File: config.mk
export PLATFORM = sky130hd
export DESIGN_NAME = updown_counter_gen
export DESIGN_NICKNAME = d
export VERILOG_FILES = /design/src/rtl/updown_counter_gen.sv
export SDC_FILE = /design/constraint.sdc
export NUM_CORES = 1
export LEC_CHECK = 0
export BUFFER_PORTS_ARGS = -buffer_cell sky130_fd_sc_hd__buf_2
export CAP_MARGIN = 10
export CORE_AREA = 4 4 49 51
export CTS_CLUSTER_DIAMETER = 100
export CTS_CLUSTER_SIZE = 10
export DETAILED_ROUTE_END_ITERATION = 8
export DIE_AREA = 0 0 53 55
export GPL_TIMING_DRIVEN = 0
export HOLD_SLACK_MARGIN = 0.08
export PLACE_DENSITY = 0.81
export SYNTH_ARGS = -nofsm -noshare
export SYNTH_HDL_FRONTEND = slang
export SYNTH_SLANG_ARGS = --single-unit
File: constraint.sdc
create_clock -name clk -period 4.7 [get_ports clk]
set_clock_uncertainty 0.2 [all_clocks]
set_input_delay 0 -clock clk [delete_from_list [all_inputs] [get_ports clk]]
set_output_delay 0 -clock clk [all_outputs]
set_load 0.005 [all_outputs]
File: src/rtl/updown_counter_gen.sv
// updown_counter_gen: up/down counter with step, load, ovf/unf pulses and a saturating event counter.
// Optional build macro UPDOWN_COUNTER_GEN_SAT_EN: saturate cnt at 0 / 2^WIDTH-1 instead of wrapping.

module updown_counter_gen_chk (
    input logic clk,
    input logic reset_n,
    input logic ovf,
    input logic unf
);
    a_no_dual_pulse: assert property (@(posedge clk) disable iff (!reset_n) !(ovf && unf))
        else $error("updown_counter_gen: ovf and unf asserted together");
endmodule

module updown_counter_gen #(
    parameter int WIDTH  = 8,
    parameter int STEP_W = 4,
    parameter int EVT_W  = 4
) (
    input  logic              clk,
    input  logic              reset_n,
    input  logic              up,
    input  logic              down,
    input  logic [STEP_W-1:0] step,
    input  logic              load,
    input  logic [WIDTH-1:0]  load_val,
    input  logic              evt_clr,
    output logic [WIDTH-1:0]  cnt,
    output logic              ovf,
    output logic              unf,
    output logic [EVT_W-1:0]  evt_cnt
);
    localparam logic [WIDTH-1:0] CNT_MAX = {WIDTH{1'b1}};
    localparam logic [WIDTH-1:0] CNT_MIN = {WIDTH{1'b0}};
    localparam logic [EVT_W-1:0] EVT_MAX = {EVT_W{1'b1}};
    localparam logic [EVT_W-1:0] EVT_MIN = {EVT_W{1'b0}};
    localparam logic [EVT_W-1:0] EVT_ONE = EVT_W'(1'b1);

    logic [WIDTH-1:0] cnt_r;
    logic             ovf_r;
    logic             unf_r;
    logic [EVT_W-1:0] evt_cnt_r;

    logic [WIDTH:0]   step_ext_s;
    logic [WIDTH:0]   sum_s;
    logic [WIDTH:0]   diff_s;
    logic [WIDTH-1:0] cnt_nxt_s;
    logic             ovf_nxt_s;
    logic             unf_nxt_s;
    logic [EVT_W-1:0] evt_nxt_s;

    // Widen step and form both candidate results with a carry/borrow bit.
    always_comb begin
        step_ext_s               = {(WIDTH+1){1'b0}};
        step_ext_s[STEP_W-1:0]   = step;
        sum_s                    = {1'b0, cnt_r} + step_ext_s;
        diff_s                   = {1'b0, cnt_r} - step_ext_s;
    end

    // Next counter value and pulse flags; up and down together cancel out.
    always_comb begin
        cnt_nxt_s = cnt_r;
        ovf_nxt_s = 1'b0;
        unf_nxt_s = 1'b0;
        if (load) begin
            cnt_nxt_s = load_val;
        end else begin
            case ({up, down})
                2'b10: begin
                    ovf_nxt_s = sum_s[WIDTH];
`ifdef UPDOWN_COUNTER_GEN_SAT_EN
                    cnt_nxt_s = sum_s[WIDTH] ? CNT_MAX : sum_s[WIDTH-1:0];
`else
                    cnt_nxt_s = sum_s[WIDTH-1:0];
`endif
                end
                2'b01: begin
                    unf_nxt_s = diff_s[WIDTH];
`ifdef UPDOWN_COUNTER_GEN_SAT_EN
                    cnt_nxt_s = diff_s[WIDTH] ? CNT_MIN : diff_s[WIDTH-1:0];
`else
                    cnt_nxt_s = diff_s[WIDTH-1:0];
`endif
                end
                default: begin
                    cnt_nxt_s = cnt_r;
                end
            endcase
        end
    end

    // Event counter follows the registered pulse; clear wins over a coincident event.
    always_comb begin
        if (evt_clr) begin
            evt_nxt_s = EVT_MIN;
        end else if ((ovf_r || unf_r) && (evt_cnt_r != EVT_MAX)) begin
            evt_nxt_s = evt_cnt_r + EVT_ONE;
        end else begin
            evt_nxt_s = evt_cnt_r;
        end
    end

    // State registers with synchronous active-low reset.
    always_ff @(posedge clk) begin
        if (!reset_n) begin
            cnt_r     <= CNT_MIN;
            ovf_r     <= 1'b0;
            unf_r     <= 1'b0;
            evt_cnt_r <= EVT_MIN;
        end else begin
            cnt_r     <= cnt_nxt_s;
            ovf_r     <= ovf_nxt_s;
            unf_r     <= unf_nxt_s;
            evt_cnt_r <= evt_nxt_s;
        end
    end

    assign cnt     = cnt_r;
    assign ovf     = ovf_r;
    assign unf     = unf_r;
    assign evt_cnt = evt_cnt_r;

    updown_counter_gen_chk u_chk (
        .clk     (clk),
        .reset_n (reset_n),
        .ovf     (ovf_r),
        .unf     (unf_r)
    );

endmodule
=== Word-level counts from Yosys, hierarchy flattened ===
Index checks and enable logic that the tools add are counted.

* Register bits after elaboration: 14
* Latch bits: 0
* Memory bits (writable): 0
* Memory bits (read-only): 0
* Input bits: 18
* Output and inout port bits: 14
* Memories: 0

* Add/subtract/negate cells: 3
* Multipliers: 0
* Div/mod/pow operators: 0
* Order comparisons: 0
* Eq/ne operators: 3
* Shift-type cells: 0
* Multiplexer cells: 2
* Bitwise logic cells: 3
* Reduce and logical (&&, ||, !) cells: 6

{| class="wikitable"
|+ Operator list
! cell !! count
|-
| 8-bit case mux with 2 select lines || 1
|-
| 8-bit by 4-bit adder with 9-bit output || 1
|-
| 8-bit by 4-bit subtractor with 9-bit output || 1
|-
| 8-bit 2-to-1 mux || 1
|-
| 3-bit OR reduction || 2
|-
| 4-bit by 1-bit adder with 4-bit output, second input constant || 1
|-
| 4-bit != test, second input constant || 1
|-
| 1-bit inverter || 3
|-
| 3-bit nonzero test || 1
|-
| 2-bit by 1-bit == test with 1-bit output, second input constant || 1
|-
| 2-bit == test, second input constant || 1
|-
| 2-bit OR reduction || 1
|-
| 1-bit logical AND || 1
|-
| 1-bit logical OR || 1
|}

=== Depth between registers and ports, before layout ===
Gate-level depths: netlist of the first run.

* Word-level depth: 3
* Mapped depth: 8
* Depth with buffers taken out: 8

=== Least setup slack after synthesis of the first run ===
OpenSTA, ideal clock, no wires.

* Kind: reg2reg
* Start: reg cnt_r[0], in the netlist cnt[0]
* End: reg cnt_r[4], in the netlist cnt[4]
* Setup time: 79 ps
* Arrival time: 1813 ps
* Path slack: 2608 ps
* Stages on the path, launching flop included: 8
* Cell sequence: dfxtp_1 -> ha_1 -> fa_1 -> nor2b_1 -> o21a_1 -> or2_1 -> a221o_1 -> o211ai_1

* Word-level cells in the longest chain between the ends: 3
* Elaborated cells between the ends (all ways): 4
* Those cells by class: add/sub (2); mux (2)

{| class="wikitable"
|+ Ends and longest elaborated chain
! item !! RTL line !! RTL
|-
| start: declaration || 38 || <nowiki>logic [WIDTH-1:0] cnt_r;</nowiki>
|-
| start signal: assignment || 110 || <nowiki>cnt_r <= cnt_nxt_s;</nowiki>
|-
| 8-bit by 4-bit subtractor with 9-bit output or 8-bit by 4-bit adder with 9-bit output (tied branches) || 56, 55 ||
|-
| 8-bit case mux with 2 select lines (*) || 67 || <nowiki>case ({up, down})</nowiki>
|-
| 8-bit 2-to-1 mux (*) || 64 || <nowiki>if (load) begin</nowiki>
|}

Every way passes the cells marked *; elsewhere a longest branch is shown, timed or not.
A chain may end at the register's enable or synchronous reset.

=== Worst setup path in the final report of the first run ===
Same ends and word-level chain as after synthesis.

==> results of run 1 <==
[power by group through the flow]
stage / Combinational (mW) / Clock [mW] / Sequential, mW
2_1_floorplan: 0.0561 / 0 / 0.135
3_3_place_gp: 0.0810 / 0 / 0.135
3_5_place_dp: 0.0831 / 0 / 0.135
4_1_cts: 0.105 / 0.0917 / 0.132
5_1_grt: 0.121 / 0.0963 / 0.134
6_report: 0.108 / 0.0936 / 0.133
[path summary, 6_finish.rpt]
path,endpoint,depth (start not counted),from
max reg2reg,cnt[4],8,cnt[0]
min,evt_cnt[3],2,evt_cnt[3]
max,cnt[4],8,cnt[0]
min reg2reg,evt_cnt[3],2,evt_cnt[3]
[synth_stat cells (all sizes together), types with 2 or more instances]
cell	number
nand2b	2
ha	9
nor3	2
nand3b	2
nand2	8
a21oi	8
nand3	7
o211ai	3
o221ai	2
o311ai	3
a221o	2
nand4	2
a31oi	2
nor2	9
dfxtp	14
buf	2
inv	7
nor3b	3
or3	2
o21ai	6
nor2b	5
fa	2
xor2	2
[sequential cells by signal, indices dropped and copies added (netlist names)]
signal   count
cnt          8
evt_cnt      4
ovf          1
unf          1
[routing by layer]
layer  global-route usage [%]  vias up  routed length, um
met3                     2.41        4                163
met1                     29.4      563               1290
met4                     5.53        0                 39
met5                        0        -                  0
li1                         -      579                  -
met2                     45.9       37               1590
[cells by family (layout without fill, tap and decap cells)]
| family | Yosys count | count (layout) | share of synthesized area (%) |
|---|---|---|---|
| and+or+nand+nor | 47 | 47 | 25.8 |
| AOI/OAI and AO/OA | 34 | 34 | 24.5 |
| DFF | 14 | 14 | 27.0 |
| adders and majority gates | 11 | 11 | 14.7 |
| buffers and inverters | 10 | 75 | 4.46 |
| xor gates and xnor gates | 3 | 3 | 2.53 |
| muxes | 1 | 1 | 0.965 |
[per-stage QoR]
step / cell area, um^2 / total power, mW
floorplan: 1040 / 0.191
global route: 1570 / 0.351
global placement: 1220 / 0.216
detailed placement: 1220 / 0.218
finish: 1570 / 0.335
CTS: 1570 / 0.329
[worst reg2reg max path, stage by stage, from the launching register on]
cell           delay, ns
dfxtp_1             0.35
ha_1                0.22
fa_1                0.40
nor2b_1             0.15
o21a_1              0.19
or2_1               0.25
a221o_1             0.33
o211ai_1            0.10
dlygate4sd3_1       0.57
[area by class of cell]
type / instances / area, um^2 / area share [%]
sequential: 14 / 280 / 17.9
tap: 27 / 33.8 / 2.15
clock buffer: 4 / 36.3 / 2.31
timing repair buffer: 61 / 460 / 29.4
inverter: 8 / 30.0 / 1.92
buffer: 2 / 16.3 / 1.04
multi-input combinational: 96 / 711 / 45.3
==> impl_metrics.env, run 1 <==
export IMPL_drtPass1Iterations=4
export IMPL_cts_hold_buf=31
export IMPL_grt_pass1_vias=1154
export IMPL_drt_iter0_drc=25
export IMPL_ys_async_sr_fraction_pct=0
export IMPL_layout_min_cycle_time_ns=2.81
export IMPL_ys_warn_count=0
export IMPL_layout_common_cells="31 x buf_2, 31 x dlygate4sd3_1, 14 x dfxtp_1"
export IMPL_holdWs_ns=0.351
export IMPL_post_place_ws_ns=2.50
export IMPL_p_leak_nw=0.720
export IMPL_clkPwrFrac_pct=28.0
export IMPL_cts_buffers=3
export IMPL_drv_slew=0
export IMPL_syn_area_um2=1040
export IMPL_io_buffer_count=30
export IMPL_grt_pass1_wl_mm=5.17
export IMPL_synth_cell_types=44
export IMPL_worst_slew_pin_slew_ns=0.580
export IMPL_cts_tree="yes"
export IMPL_fin_setup_tns_ns=0
export IMPL_max_slew_margin_pct=60.9
export IMPL_clkTransAtPathRegs_ns=0.10
export IMPL_floorplan_initialDensity_pct=53.4
export IMPL_hold_viol_final=0
export IMPL_synth_top_area_share_pct=27.0
export IMPL_drtAntennaViolNets=0
export IMPL_antenna_cells=0
export IMPL_viasPerCell=5.58
export IMPL_place_congestion=0.883
export IMPL_ys_dominant_reg_cell="dfxtp_1"
export IMPL_ys_ff_latch=14
export IMPL_hp_class="flip-flop to flip-flop"
export IMPL_startpoint_type="flip-flop"
export IMPL_setup_viol=0
export IMPL_fillers=141
export IMPL_fp_row_count=16
export IMPL_syn_to_final_growth_pct=51.1
export IMPL_worst_slack_ns=1.89
export IMPL_cp_end_kind="flip-flop"
export IMPL_clockBufferDepth=2
export IMPL_crit_chain="ha_1 > fa_1 > nor2b_1 > o21a_1 > or2_1 > a221o_1 > o211ai_1 > dlygate4sd3_1"
export IMPL_vias=1183
export IMPL_dp_cells=177
export IMPL_ioPinCount=32
export IMPL_crit_type="flip-flop to flip-flop"
export IMPL_pwr_share_comb_pct=32.3
export IMPL_grt_max_degree=11
export IMPL_cp_top_family="adder cells"
export IMPL_die_x_um=53
export IMPL_htreeDepth=1
export IMPL_rsz0062_at_grt="false"
export IMPL_p_int_mw=0.229
export IMPL_ys_seq_area_share_pct=27.0
export IMPL_synth_edf_count=0
export IMPL_crit_required_ns=4.75
export IMPL_cts_resized=0
export IMPL_dpl_hpwl_mm=1.94
export IMPL_drc=0
export IMPL_gr_total_overflow=0
export IMPL_synthTopCellsByArea="dfxtp_1 27%, ha_1 11%, fa_1 3.9%, nand3_1 3.4%, nor2_1 3.3%"
export IMPL_fin_crit_sh_pct=59.9
export IMPL_wl_per_cell_um=14.5
export IMPL_cts_sinks=14
export IMPL_cts_setup_buffers=0
export IMPL_drive_above_1_share_pct=23.2
export IMPL_fmax_mhz=355
export IMPL_postLayoutCoreUtil_pct=80.7
export IMPL_die_area_um2=2920
export IMPL_irDropWorstVdd_uv=170
export IMPL_core_um2=1940
export IMPL_status="completed"
export IMPL_critPathMaxFanout=4
export IMPL_pwr_share_seq_pct=39.8
export IMPL_p_switching_mw=0.105
export IMPL_clk_latency_ns=0.29
export IMPL_grt_usage_pct=24.2
export IMPL_synthCells=120
export IMPL_cts_root_buffer_cell="clkbuf_4"
export IMPL_worst_path_buf_inv=1
export IMPL_avgSynthCellArea_um2=8.64
export IMPL_layout_cells_non_filler=212
export IMPL_cp_slowest_cell="dlygate4sd3_1"
export IMPL_layout_nets=215
export IMPL_die_y_um=55
export IMPL_yosys_area_top_type="dfxtp_1"
export IMPL_slowest_delay_ns=0.57
export IMPL_max_cap_violations=0
export IMPL_antenna_found_initial=0
export IMPL_synth_nets=149
export IMPL_finalWirelength_mm=3.08
export IMPL_p_per_area_nw_per_um2=213
export IMPL_ff2ff_setup_slack_ns=1.89
export IMPL_cp_arrival_ns=2.86
export IMPL_p_sw_share_pct=31.5
Note: power is estimated with default switching activity, not from simulation.
==> run 2, diff against run 1 <==
--- a/config.mk
+++ b/config.mk
@@ -7,14 +7,14 @@
 export LEC_CHECK = 0
 export BUFFER_PORTS_ARGS = -buffer_cell sky130_fd_sc_hd__buf_2
 export CAP_MARGIN = 10
-export CORE_AREA = 4 4 49 51
+export CORE_AREA = 4 4 51 53
 export CTS_CLUSTER_DIAMETER = 100
 export CTS_CLUSTER_SIZE = 10
 export DETAILED_ROUTE_END_ITERATION = 8
-export DIE_AREA = 0 0 53 55
+export DIE_AREA = 0 0 55 57
 export GPL_TIMING_DRIVEN = 0
 export HOLD_SLACK_MARGIN = 0.08
-export PLACE_DENSITY = 0.81
+export PLACE_DENSITY = 0.76
 export SYNTH_ARGS = -nofsm -noshare
 export SYNTH_HDL_FRONTEND = slang
 export SYNTH_SLANG_ARGS = --single-unit
==> constraint.sdc (replaced) <==
create_clock -name clk -period 2.6 [get_ports clk]
set_clock_uncertainty 0.2 [all_clocks]
set_input_delay 0 -clock clk [delete_from_list [all_inputs] [get_ports clk]]
set_output_delay 0 -clock clk [all_outputs]
set_load 0.005 [all_outputs]
==> run 2 against run 1 <==
Compared with the run above: flip-flop and latch count is the same; non-clock buffer count shrank 5; power grew 80%; via count is essentially flat; combinational power grew 74%; setup slack lost 1.8 ns; hold slack lost 0.24 ns; global-route usage shrank 2.8 points; largest cell class unchanged; cell count shrank 1.9%; utilization shrank 10 points; highest routed layer unchanged; critical endpoint is now cnt[2]; register-to-register slack lost 1.8 ns.
==> impl_metrics.env, run 2 (synthesis results as in run 1) <==
export IMPL_largest_register_ffs=8
export IMPL_irDropWorstVdd_uv=256
export IMPL_grt_usage_pct=21.5
export IMPL_crit_type="flip-flop to flip-flop"
export IMPL_p_leak_nw=0.689
export IMPL_placed_cell_area_um2=1220
export IMPL_mostFrequentLayoutCell="buf_2"
export IMPL_grt_pass1_vias=1113
export IMPL_antenna_cells=0
export IMPL_htreeDepth=1
export IMPL_r2r_start="cnt[0]"
export IMPL_layout_common_cells="31 x buf_2, 26 x dlygate4sd3_1, 13 x dfxtp_1"
export IMPL_hp_start="up"
export IMPL_antenna_found_initial=0
export IMPL_status="completed"
export IMPL_post_place_ws_ns=0.382
export IMPL_finalWirelength_mm=3.04
export IMPL_cts_root_buffer_cell="clkbuf_4"
export IMPL_cts_buffers=3
export IMPL_worst_slew_pin_slew_ns=0.583
export IMPL_core_um2=2150
export IMPL_place_congestion=0.859
export IMPL_cp_arrival_ns=2.54
export IMPL_critPathMaxFanout=4
export IMPL_cp_slowest_cell="dlygate4sd3_1"
export IMPL_die_x_um=55
export IMPL_crit_chain="inv_1 > ha_1 > fa_1 > a221oi_1 > o221ai_1 > a21oi_1 > dlygate4sd3_1"
export IMPL_ioPinCount=32
export IMPL_clkTransAtPathRegs_ns=0.11
export IMPL_fin_crit_sh_pct=96.4
export IMPL_startpoint_type="flip-flop"
export IMPL_drtAntennaViolNets=0
export IMPL_cp_end_kind="flip-flop"
export IMPL_floorplan_initialDensity_pct=48.3
export IMPL_fmax_mhz=399
export IMPL_fillers=179
export IMPL_stdcell_area_um2=1520
export IMPL_grt_pass1_wl_mm=4.99
export IMPL_hold_viol_final=0
export IMPL_die_y_um=57
export IMPL_layout_min_cycle_time_ns=2.51
export IMPL_gr_total_overflow=0
export IMPL_rsz0062_at_grt="false"
export IMPL_max_cap_violations=0
export IMPL_crit_required_ns=2.64
export IMPL_cp_startpoint="cnt[0]"
export IMPL_layout_nets=210
export IMPL_drv_slew=0
export IMPL_postLayoutCoreUtil_pct=70.8
export IMPL_worst_slack_ns=0.0936
export IMPL_drc=0
export IMPL_vias=1182
export IMPL_die_area_um2=3140
export IMPL_dpl_hpwl_mm=2.00
export IMPL_drtPass1Iterations=4
export IMPL_setup_viol=0
export IMPL_p_per_area_nw_per_um2=395
export IMPL_grt_max_degree=11
export IMPL_syn_to_final_growth_pct=46.6
export IMPL_hp_class="input port to flip-flop"
export IMPL_holdWs_ns=0.115
export IMPL_drive_above_1_share_pct=24.4
export IMPL_wl_per_cell_um=14.6
export IMPL_io_buffer_count=30
export IMPL_viasPerCell=5.68
export IMPL_drt_iter0_drc=38
export IMPL_cts_tree="yes"
export IMPL_max_slew_margin_pct=60.7
export IMPL_fp_row_count=17
export IMPL_cts_sinks=14
export IMPL_worst_path_buf_inv=2
export IMPL_cp_top_family="compound AO/OA/AOI/OAI gates"
export IMPL_clockBufferDepth=2
export IMPL_fin_setup_tns_ns=0
export IMPL_clk_latency_ns=0.30
export IMPL_slowest_delay_ns=0.57
-- run 2: final timing paths --
check | cells past startpoint | endpoint | slack, ns
worst max register to register | 7 | cnt[2] | 0.09
worst min register to register | 2 | evt_cnt[3] | 0.36
worst min-delay path | 4 | ovf | 0.12
worst max-delay path | 7 | cnt[2] | 0.09
-- run 2: worst reg2reg max path, delay by kind of cell (launching register included) --
family,cells,cell delay [ns]
AOI/OAI and AO/OA,3,0.64
DFF,1,0.37
buffers and inverters,2,0.62
adders and majority gates,2,0.61
-- run 2: power by group --
group          total, mW  switching (mW)  internal [mW]
sequential         0.241          0.0147          0.226
combinational      0.188          0.0915         0.0969
clock              0.172          0.0864         0.0854
total              0.601           0.193          0.408
-- run 2: stage by stage --
step	total power, mW	cells
3_3_place_gp	0.390	178
4_1_cts	0.596	208
5_1_grt	0.638	208
2_1_floorplan	0.345	120
6_report	0.601	208
3_5_place_dp	0.396	178
-- run 2: layer usage --
layer	GRT usage [%]	vias to the layer above	routed length, um
li1	-	573	-
met3	3.13	5	239
met4	7.29	0	44
met5	0	-	0
met1	28.8	553	1280
met2	34.5	51	1480
-- run 2: what timing repair did --
item                       CTS  global route
resized for setup            0             1
setup endpoints to repair    0             1
buffers inserted             0             0
hold buffers                26             0
hold endpoints to repair    14             0
-- run 2: final cells by class --
| cell class | count | area (um^2) | area share, % |
|---|---|---|---|
| tap | 28 | 35.0 | 2.30 |
| multi-input combinational | 96 | 711 | 46.7 |
| sequential | 14 | 282 | 18.5 |
| timing repair buffer | 56 | 410 | 27.0 |
| buffer | 2 | 16.3 | 1.07 |
| inverter | 8 | 30.0 | 1.98 |
| clock buffer | 4 | 36.3 | 2.39 |
